[src/rtl/maxnet_input_loader_pkg.sv]
// Shared constants and state encoding for the MaxNet input loader.
// The controller FSM and the buffer datapath both take their defaults from here.
package maxnet_input_loader_pkg;

    localparam int DATA_W_DEF = 32;
    localparam int N_DEF      = 4;

    typedef enum logic [2:0] {
        ST_IDLE   = 3'd0,
        ST_LOAD_W = 3'd1,
        ST_LOAD_X = 3'd2,
        ST_START  = 3'd3,
        ST_RUN    = 3'd4
    } state_e;

    // Upstream words are only taken while a frame is being (or about to be) filled.
    function automatic logic takes_words(state_e s);
        return (s == ST_IDLE) || (s == ST_LOAD_W) || (s == ST_LOAD_X);
    endfunction

endpackage

[src/rtl/maxnet_input_loader_if.sv]
// Word-stream handshake plus buffer/control bus between upstream, the loader and the MaxNet controller.
// master = upstream/controller side, slave = loader side.
interface maxnet_input_loader_if #(
    parameter int DATA_W = maxnet_input_loader_pkg::DATA_W_DEF,
    parameter int N      = maxnet_input_loader_pkg::N_DEF
);
    logic                    in_valid;
    logic                    in_ready;
    logic [DATA_W-1:0]       in_data;
    logic                    reuse_w;
    logic                    is_finished;
    logic                    start;
    logic [N*DATA_W-1:0]     x_flat;
    logic [N*N*DATA_W-1:0]   w_flat;
    logic                    busy;

    modport master (
        output in_valid, in_data, reuse_w, is_finished,
        input  in_ready, start, x_flat, w_flat, busy
    );

    modport slave (
        input  in_valid, in_data, reuse_w, is_finished,
        output in_ready, start, x_flat, w_flat, busy
    );

endinterface

[src/rtl/maxnet_input_loader_word_buffer.sv]
// Register file with one indexed write port and every word visible on a flat read bus.
// Write lands on the next rising edge; no backpressure, the caller qualifies we_i.
module maxnet_input_loader_word_buffer #(
    parameter int DATA_W = 32,
    parameter int DEPTH  = 4,
    parameter int AW     = (DEPTH > 1) ? $clog2(DEPTH) : 1
) (
    input  logic                    clk,
    input  logic                    rst,
    input  logic                    we_i,
    input  logic [AW-1:0]           addr_i,
    input  logic [DATA_W-1:0]       din_i,
    output logic [DEPTH*DATA_W-1:0] flat_o
);

    logic [DATA_W-1:0] mem_q [DEPTH];

    always_ff @(posedge clk or negedge rst) begin
        if (!rst) begin
            for (int i = 0; i < DEPTH; i++) begin
                mem_q[i] <= '0;
            end
        end else if (we_i) begin
            mem_q[addr_i] <= din_i;
        end
    end

    for (genvar g = 0; g < DEPTH; g++) begin : g_flat
        assign flat_o[g*DATA_W +: DATA_W] = mem_q[g];
    end

endmodule

[src/rtl/maxnet_input_loader.sv]
// Fills the N*N weight and N input buffers from a word stream, pulses start, then holds until is_finished.
// start follows the last accepted x word by one cycle; in_ready is registered and low during START/RUN.
module maxnet_input_loader
    import maxnet_input_loader_pkg::*;
#(
    parameter int DATA_W = DATA_W_DEF,
    parameter int N      = N_DEF
) (
    input  logic                 clk,
    input  logic                 rst,
    maxnet_input_loader_if.slave bus
);

    localparam int CNT_W = $clog2(N*N);
    localparam int XA_W  = (N > 1) ? $clog2(N) : 1;

    localparam logic [CNT_W-1:0] W_LAST  = CNT_W'(N*N - 1);
    localparam logic [CNT_W-1:0] X_LAST  = CNT_W'(N - 1);
    localparam logic [CNT_W-1:0] CNT_ONE = CNT_W'(1);

    state_e             state_q, state_d;
    logic [CNT_W-1:0]   cnt_q, cnt_d;
    logic               busy_q, busy_d;
    logic               rdy_q, rdy_d;

    logic               accept;
    logic               w_we;
    logic               x_we;
    logic [CNT_W-1:0]   buf_addr;

    assign accept = bus.in_valid & rdy_q;

    always_ff @(posedge clk or negedge rst) begin
        if (!rst) begin
            state_q <= ST_IDLE;
            cnt_q   <= '0;
            busy_q  <= 1'b0;
            rdy_q   <= 1'b0;
        end else begin
            state_q <= state_d;
            cnt_q   <= cnt_d;
            busy_q  <= busy_d;
            rdy_q   <= rdy_d;
        end
    end

    always_comb begin
        state_d = state_q;
        cnt_d   = cnt_q;
        busy_d  = busy_q;
        w_we    = 1'b0;
        x_we    = 1'b0;

        unique case (state_q)
            ST_IDLE: begin
                if (accept) begin
                    busy_d = 1'b1;
                    cnt_d  = CNT_ONE;
                    if (bus.reuse_w) begin
                        x_we    = 1'b1;
                        state_d = ST_LOAD_X;
                    end else begin
                        w_we    = 1'b1;
                        state_d = ST_LOAD_W;
                    end
                end
            end
            ST_LOAD_W: begin
                if (accept) begin
                    w_we = 1'b1;
                    if (cnt_q == W_LAST) begin
                        cnt_d   = '0;
                        state_d = ST_LOAD_X;
                    end else begin
                        cnt_d = cnt_q + CNT_ONE;
                    end
                end
            end
            ST_LOAD_X: begin
                if (accept) begin
                    x_we = 1'b1;
                    if (cnt_q == X_LAST) begin
                        cnt_d   = '0;
                        state_d = ST_START;
                    end else begin
                        cnt_d = cnt_q + CNT_ONE;
                    end
                end
            end
            ST_START: begin
                state_d = ST_RUN;
            end
            ST_RUN: begin
                // A level already high here ends RUN immediately; the controller clears it on start.
                if (bus.is_finished) begin
                    busy_d  = 1'b0;
                    state_d = ST_IDLE;
                end
            end
            default: begin
                state_d = ST_IDLE;
                cnt_d   = '0;
                busy_d  = 1'b0;
            end
        endcase
    end

    // Ready is registered from the next state so it is low throughout reset and START/RUN.
    assign rdy_d = takes_words(state_d);

    // The first word of a frame is always slot 0, independent of cnt.
    assign buf_addr = (state_q == ST_IDLE) ? '0 : cnt_q;

    maxnet_input_loader_word_buffer #(
        .DATA_W (DATA_W),
        .DEPTH  (N*N)
    ) u_w_buf (
        .clk    (clk),
        .rst    (rst),
        .we_i   (w_we),
        .addr_i (buf_addr),
        .din_i  (bus.in_data),
        .flat_o (bus.w_flat)
    );

    maxnet_input_loader_word_buffer #(
        .DATA_W (DATA_W),
        .DEPTH  (N)
    ) u_x_buf (
        .clk    (clk),
        .rst    (rst),
        .we_i   (x_we),
        .addr_i (buf_addr[XA_W-1:0]),
        .din_i  (bus.in_data),
        .flat_o (bus.x_flat)
    );

    assign bus.in_ready = rdy_q;
    assign bus.start    = (state_q == ST_START);
    assign bus.busy     = busy_q;

endmodule

[src/flat_wrapper.sv]
// flat-port wrapper written by rule: the top's interface ports become plain ports
module maxnet_input_loader_flat import maxnet_input_loader_pkg::*;
#(
    parameter int DATA_W = DATA_W_DEF,
    parameter int N      = N_DEF
)
  (clk, rst, bus_in_valid, bus_in_data, bus_reuse_w, bus_is_finished, bus_in_ready, bus_start, bus_x_flat, bus_w_flat, bus_busy);
  maxnet_input_loader_if #(.DATA_W(DATA_W), .N(N)) bus_i ();
  input  logic clk;
  input  logic rst;
  input wire logic [$bits(bus_i.in_valid)-1:0] bus_in_valid;
  input wire logic [$bits(bus_i.in_data)-1:0] bus_in_data;
  input wire logic [$bits(bus_i.reuse_w)-1:0] bus_reuse_w;
  input wire logic [$bits(bus_i.is_finished)-1:0] bus_is_finished;
  output wire logic [$bits(bus_i.in_ready)-1:0] bus_in_ready;
  output wire logic [$bits(bus_i.start)-1:0] bus_start;
  output wire logic [$bits(bus_i.x_flat)-1:0] bus_x_flat;
  output wire logic [$bits(bus_i.w_flat)-1:0] bus_w_flat;
  output wire logic [$bits(bus_i.busy)-1:0] bus_busy;
  assign bus_i.in_valid = bus_in_valid;
  assign bus_i.in_data = bus_in_data;
  assign bus_i.reuse_w = bus_reuse_w;
  assign bus_i.is_finished = bus_is_finished;
  assign bus_in_ready = bus_i.in_ready;
  assign bus_start = bus_i.start;
  assign bus_x_flat = bus_i.x_flat;
  assign bus_w_flat = bus_i.w_flat;
  assign bus_busy = bus_i.busy;
  maxnet_input_loader #(.DATA_W(DATA_W), .N(N)) u_core (.clk(clk), .rst(rst), .bus(bus_i));
endmodule
[config.mk]
export PLATFORM = sky130hd
export DESIGN_NAME = maxnet_input_loader_flat
export DESIGN_NICKNAME = d
export VERILOG_FILES = /design/src/rtl/maxnet_input_loader_pkg.sv /design/src/rtl/maxnet_input_loader_if.sv /design/src/rtl/maxnet_input_loader_word_buffer.sv /design/src/rtl/maxnet_input_loader.sv /design/src/flat_wrapper.sv
export SDC_FILE = /design/constraint.sdc
export NUM_CORES = 1
export LEC_CHECK = 0
export BUFFER_PORTS_ARGS = -buffer_cell sky130_fd_sc_hd__clkbuf_2
export CAP_MARGIN = 20
export CORE_AREA = 5 5 263 265
export DETAILED_ROUTE_END_ITERATION = 12
export DIE_AREA = 0 0 268 270
export MAX_ROUTING_LAYER = met4
export PLACE_DENSITY = 0.67
export SYNTH_ARGS = -nofsm -noshare
export SYNTH_HDL_FRONTEND = slang
export SYNTH_SLANG_ARGS = --single-unit
[constraint.sdc]
create_clock -name clk -period 6.25 [get_ports clk]
set_input_delay 0.3125 -clock clk [delete_from_list [all_inputs] [get_ports clk]]
set_output_delay 0.3125 -clock clk [all_outputs]
set_load 0.03 [all_outputs]
==> qor.yml <==
endpoint_kind: "flip-flop"
wl_per_cell_um: 25.3
criticalPathCategory: "flip-flop to flip-flop"
synth_flop_cell: "dfrtp_1"
worst_path_largest_cell_delay_ps: 920
maxSlewHeadroom_pct: 21.7
synth-simple-area-share_pct: 1.35
synth_top_cell_area_share_pct: 65.7
grt_pass1_vias: 16900
hold_violations: 0
route.detailed.drc: 0
ios: 680
drive_gt1_share_pct: 65.2
fp-row-count: 95
peakVddDrop_v: 0.000244
port_buffers: 679
critPathSlowestCell: "nand4b_1"
ant_nets: 0
period_needed_ps: 3370
core_sq_um: 66600
cts_setup_buffers: 0
rsz0062_at_grt: "no"
fin_skew_ps: 21.4
p_leak_uw: 0.0166
drtIter0Drc: 822
ys_seq_area_share_pct: 65.7
hold_class: "primary input to flip-flop"
numCtsBuffers: 70
whs_ps: 132
ys_ff_latch: 649
run_status: "complete, no violations"
synth_fp_nets: 1553
initial_utilization_pct: 37.1
crit_arrival_ps: 3850
cp.required_ps: 6730
synth_edf_count: 0
setup_tns_ps: 0
overflow: 0
fin_nets: 2193
dp_cells: 2953
vias_per_cell: 5.02
synthTopCellsByCount: "649 x dfrtp_1, 576 x mux2_2, 83 x clkbuf_1"
synth_cells: 1515
grt_max_degree: 177
synth.cell_area_sq_um: 24700
yosysUniqueCellTypes: 41
cts-htree-levels: 3
pwr_density_cell_nw_per_um2: 486
clock-root-buffer: "clkbuf_16"
syn_avg_cell_area_sq_um: 16.3
synthMuxAreaShare_pct: 29.6
antenna_found_initial: 0
multi_input_area_sq_um: 7950
yosysTopAreaCell: "dfrtp_1"
slew_violations: 0
grtUsageTotal_pct: 21.6
clk_latency_ps: 620
setup_violations: 0
ys_top_cells_by_area: "dfrtp_1 66%, mux2_2 26%, mux2_4 1.8%"
start_kind: "flip-flop"
dpl_cell_area_sq_um: 28900
synthAdderAreaFrac_pct: 0.0506
diodes: 0
dieArea_sq_um: 72400
final-seq-area_sq_um: 16200
area_growth_pct: 26.6
gp_congestion: 0.810
synth_compound_area_share_pct: 0.724
async_flop_share_pct: 100
fillCellCount: 5965
fin_cells: 3078
cp_max_fo: 23
clockBufferDepth: 3
first_pass_iters: 5
finalCritPeriodShare_pct: 53.9
cts.clk_slew.worst_paths_ps: 60
yosys_warnings: 0
tightest_slew_ps: 1170
path_cells: "nor2_1 > nor4_1 > nand4b_1 > buf_4 > mux2_2"
dp_hpwl_um: 53400
synthXorXnorAreaFrac_pct: 0.0354
power.total_uw: 15200
die_y_um: 270
maxCapViolations: 0
cts_tree: "yes"
drt-total-wl_um: 77900
r2r_setup_slack_ps: 2880
synth_top_family_by_area: "multiplexers"
fmax_ghz: 0.297
yosysMostFrequentCell: "dfrtp_1"
vias: 15400
clock-sinks: 649
die_x_um: 268
design_area_sq_um: 31300
grt_pass1_wl_um: 115000
[cell families (layout without fill, tap and decap cells)]
family | count (synthesis) | count (layout)
DFF | 649 | 649
muxes | 640 | 640
buffers and inverters | 140 | 830
and+or+nand+nor | 59 | 59
AOI/OAI and AO/OA | 25 | 25
adders and majority gates | 1 | 1
xor gates and xnor gates | 1 | 1
[routing by layer]
metal	track usage (%)	share of wire (%)	wire length (um)
met1	26.4	40	31000
met2	36.0	51	39400
met3	4.37	6.2	4820
met4	7.76	3.4	2660
met5	-	0	0
[path summary, 6_finish.rpt]
path | cells after the start | from | to
min reg2reg | 1 | u_core.u_x_buf.flat_o[4]$_DFFE_PN0P_ | u_core.u_x_buf.flat_o[4]$_DFFE_PN0P_
max in group asynchronous | 3 | rst | u_core.u_w_buf.flat_o[353]$_DFFE_PN0P_
min in group asynchronous | 2 | rst | u_core.u_w_buf.flat_o[245]$_DFFE_PN0P_
max | 5 | u_core.state_q[1]$_DFF_PN0_ | u_core.u_x_buf.flat_o[91]$_DFFE_PN0P_
min | 3 | bus_in_valid | u_core.cnt_q[0]$_DFFE_PN0P_
max reg2reg | 5 | u_core.state_q[1]$_DFF_PN0_ | u_core.u_x_buf.flat_o[91]$_DFFE_PN0P_
[placed cells by master, fill, tap and decap left out, types with 2 or more instances in the layout]
cell / synthesis / layout
dfrtp_1: 649 / 649
clkinv_16: 0 / 3
nor2_1: 10 / 5
clkinv_8: 0 / 2
mux2_2: 576 / 576
nor3_1: 11 / 5
bufinv_16: 0 / 3
nor3_2: 2 / 6
clkbuf_16: 0 / 70
mux2_4: 30 / 30
nor4_1: 2 / 2
buf_12: 0 / 3
nor2_4: 0 / 5
clkbuf_1: 83 / 16
clkinv_2: 0 / 9
nand3b_1: 6 / 6
nor2b_4: 0 / 2
nand4b_1: 2 / 2
clkbuf_2: 0 / 678
clkbuf_8: 0 / 14
nand2b_1: 2 / 2
nand3_1: 5 / 5
o21ai_0: 5 / 5
dlygate4sd3_1: 0 / 2
a21oi_1: 6 / 6
buf_4: 0 / 22
nor3_4: 0 / 2
nand2_1: 9 / 8
a21o_1: 3 / 3
mux2_1: 34 / 34
[registers in the layout, indices dropped and copies added (netlist names)]
register               cells
u_core.u_x_buf.flat_o    128
u_core.bus.in_ready        1
u_core.u_w_buf.flat_o    512
u_core.bus.busy            1
u_core.state_q             3
u_core.cnt_q               4
[where the power goes]
| part | leakage [uW] | internal [uW] | switching (uW) |
|---|---|---|---|
| registers | 0.00867 | 5260 | 622 |
| clock network | 0.00113 | 2390 | 1730 |
| logic | 0.00678 | 1670 | 3530 |
[timing repair]
item	CTS	global route
hold buffers	2	0
endpoints found under the setup margin	0	0
endpoints found under the hold margin	115	0
gates resized for setup	0	0
[stage by stage]
| step | worst slack, ps | util, % |
|---|---|---|
| after detailed placement | 2930 | 43.4 |
| after CTS | 2920 | 47.0 |
| after global placement | 2890 | 43.4 |
| after floorplan | 4070 | - |
| after global routing | 2700 | 47.0 |
| final | 2880 | 47.0 |
[layout make-up]
class                           count  share of cell area [%]
Inverter                            1                  0.0120
Clock inverter                     22                    1.00
Clock buffer                      100                    6.41
Sequential cell                   649                    51.9
Tap cell                          873                    3.49
Multi-Input combinational cell    726                    25.4
Timing Repair Buffer              707                    11.8
[worst max-delay path: cells and delay by family (launching register included)]
| family | cells | cell delay, ps |
|---|---|---|
| muxes | 1 | 330 |
| DFF | 1 | 670 |
| buffers and inverters | 1 | 600 |
| and+or+nand+nor | 3 | 1610 |
Power figures use the tool's default switching activity.
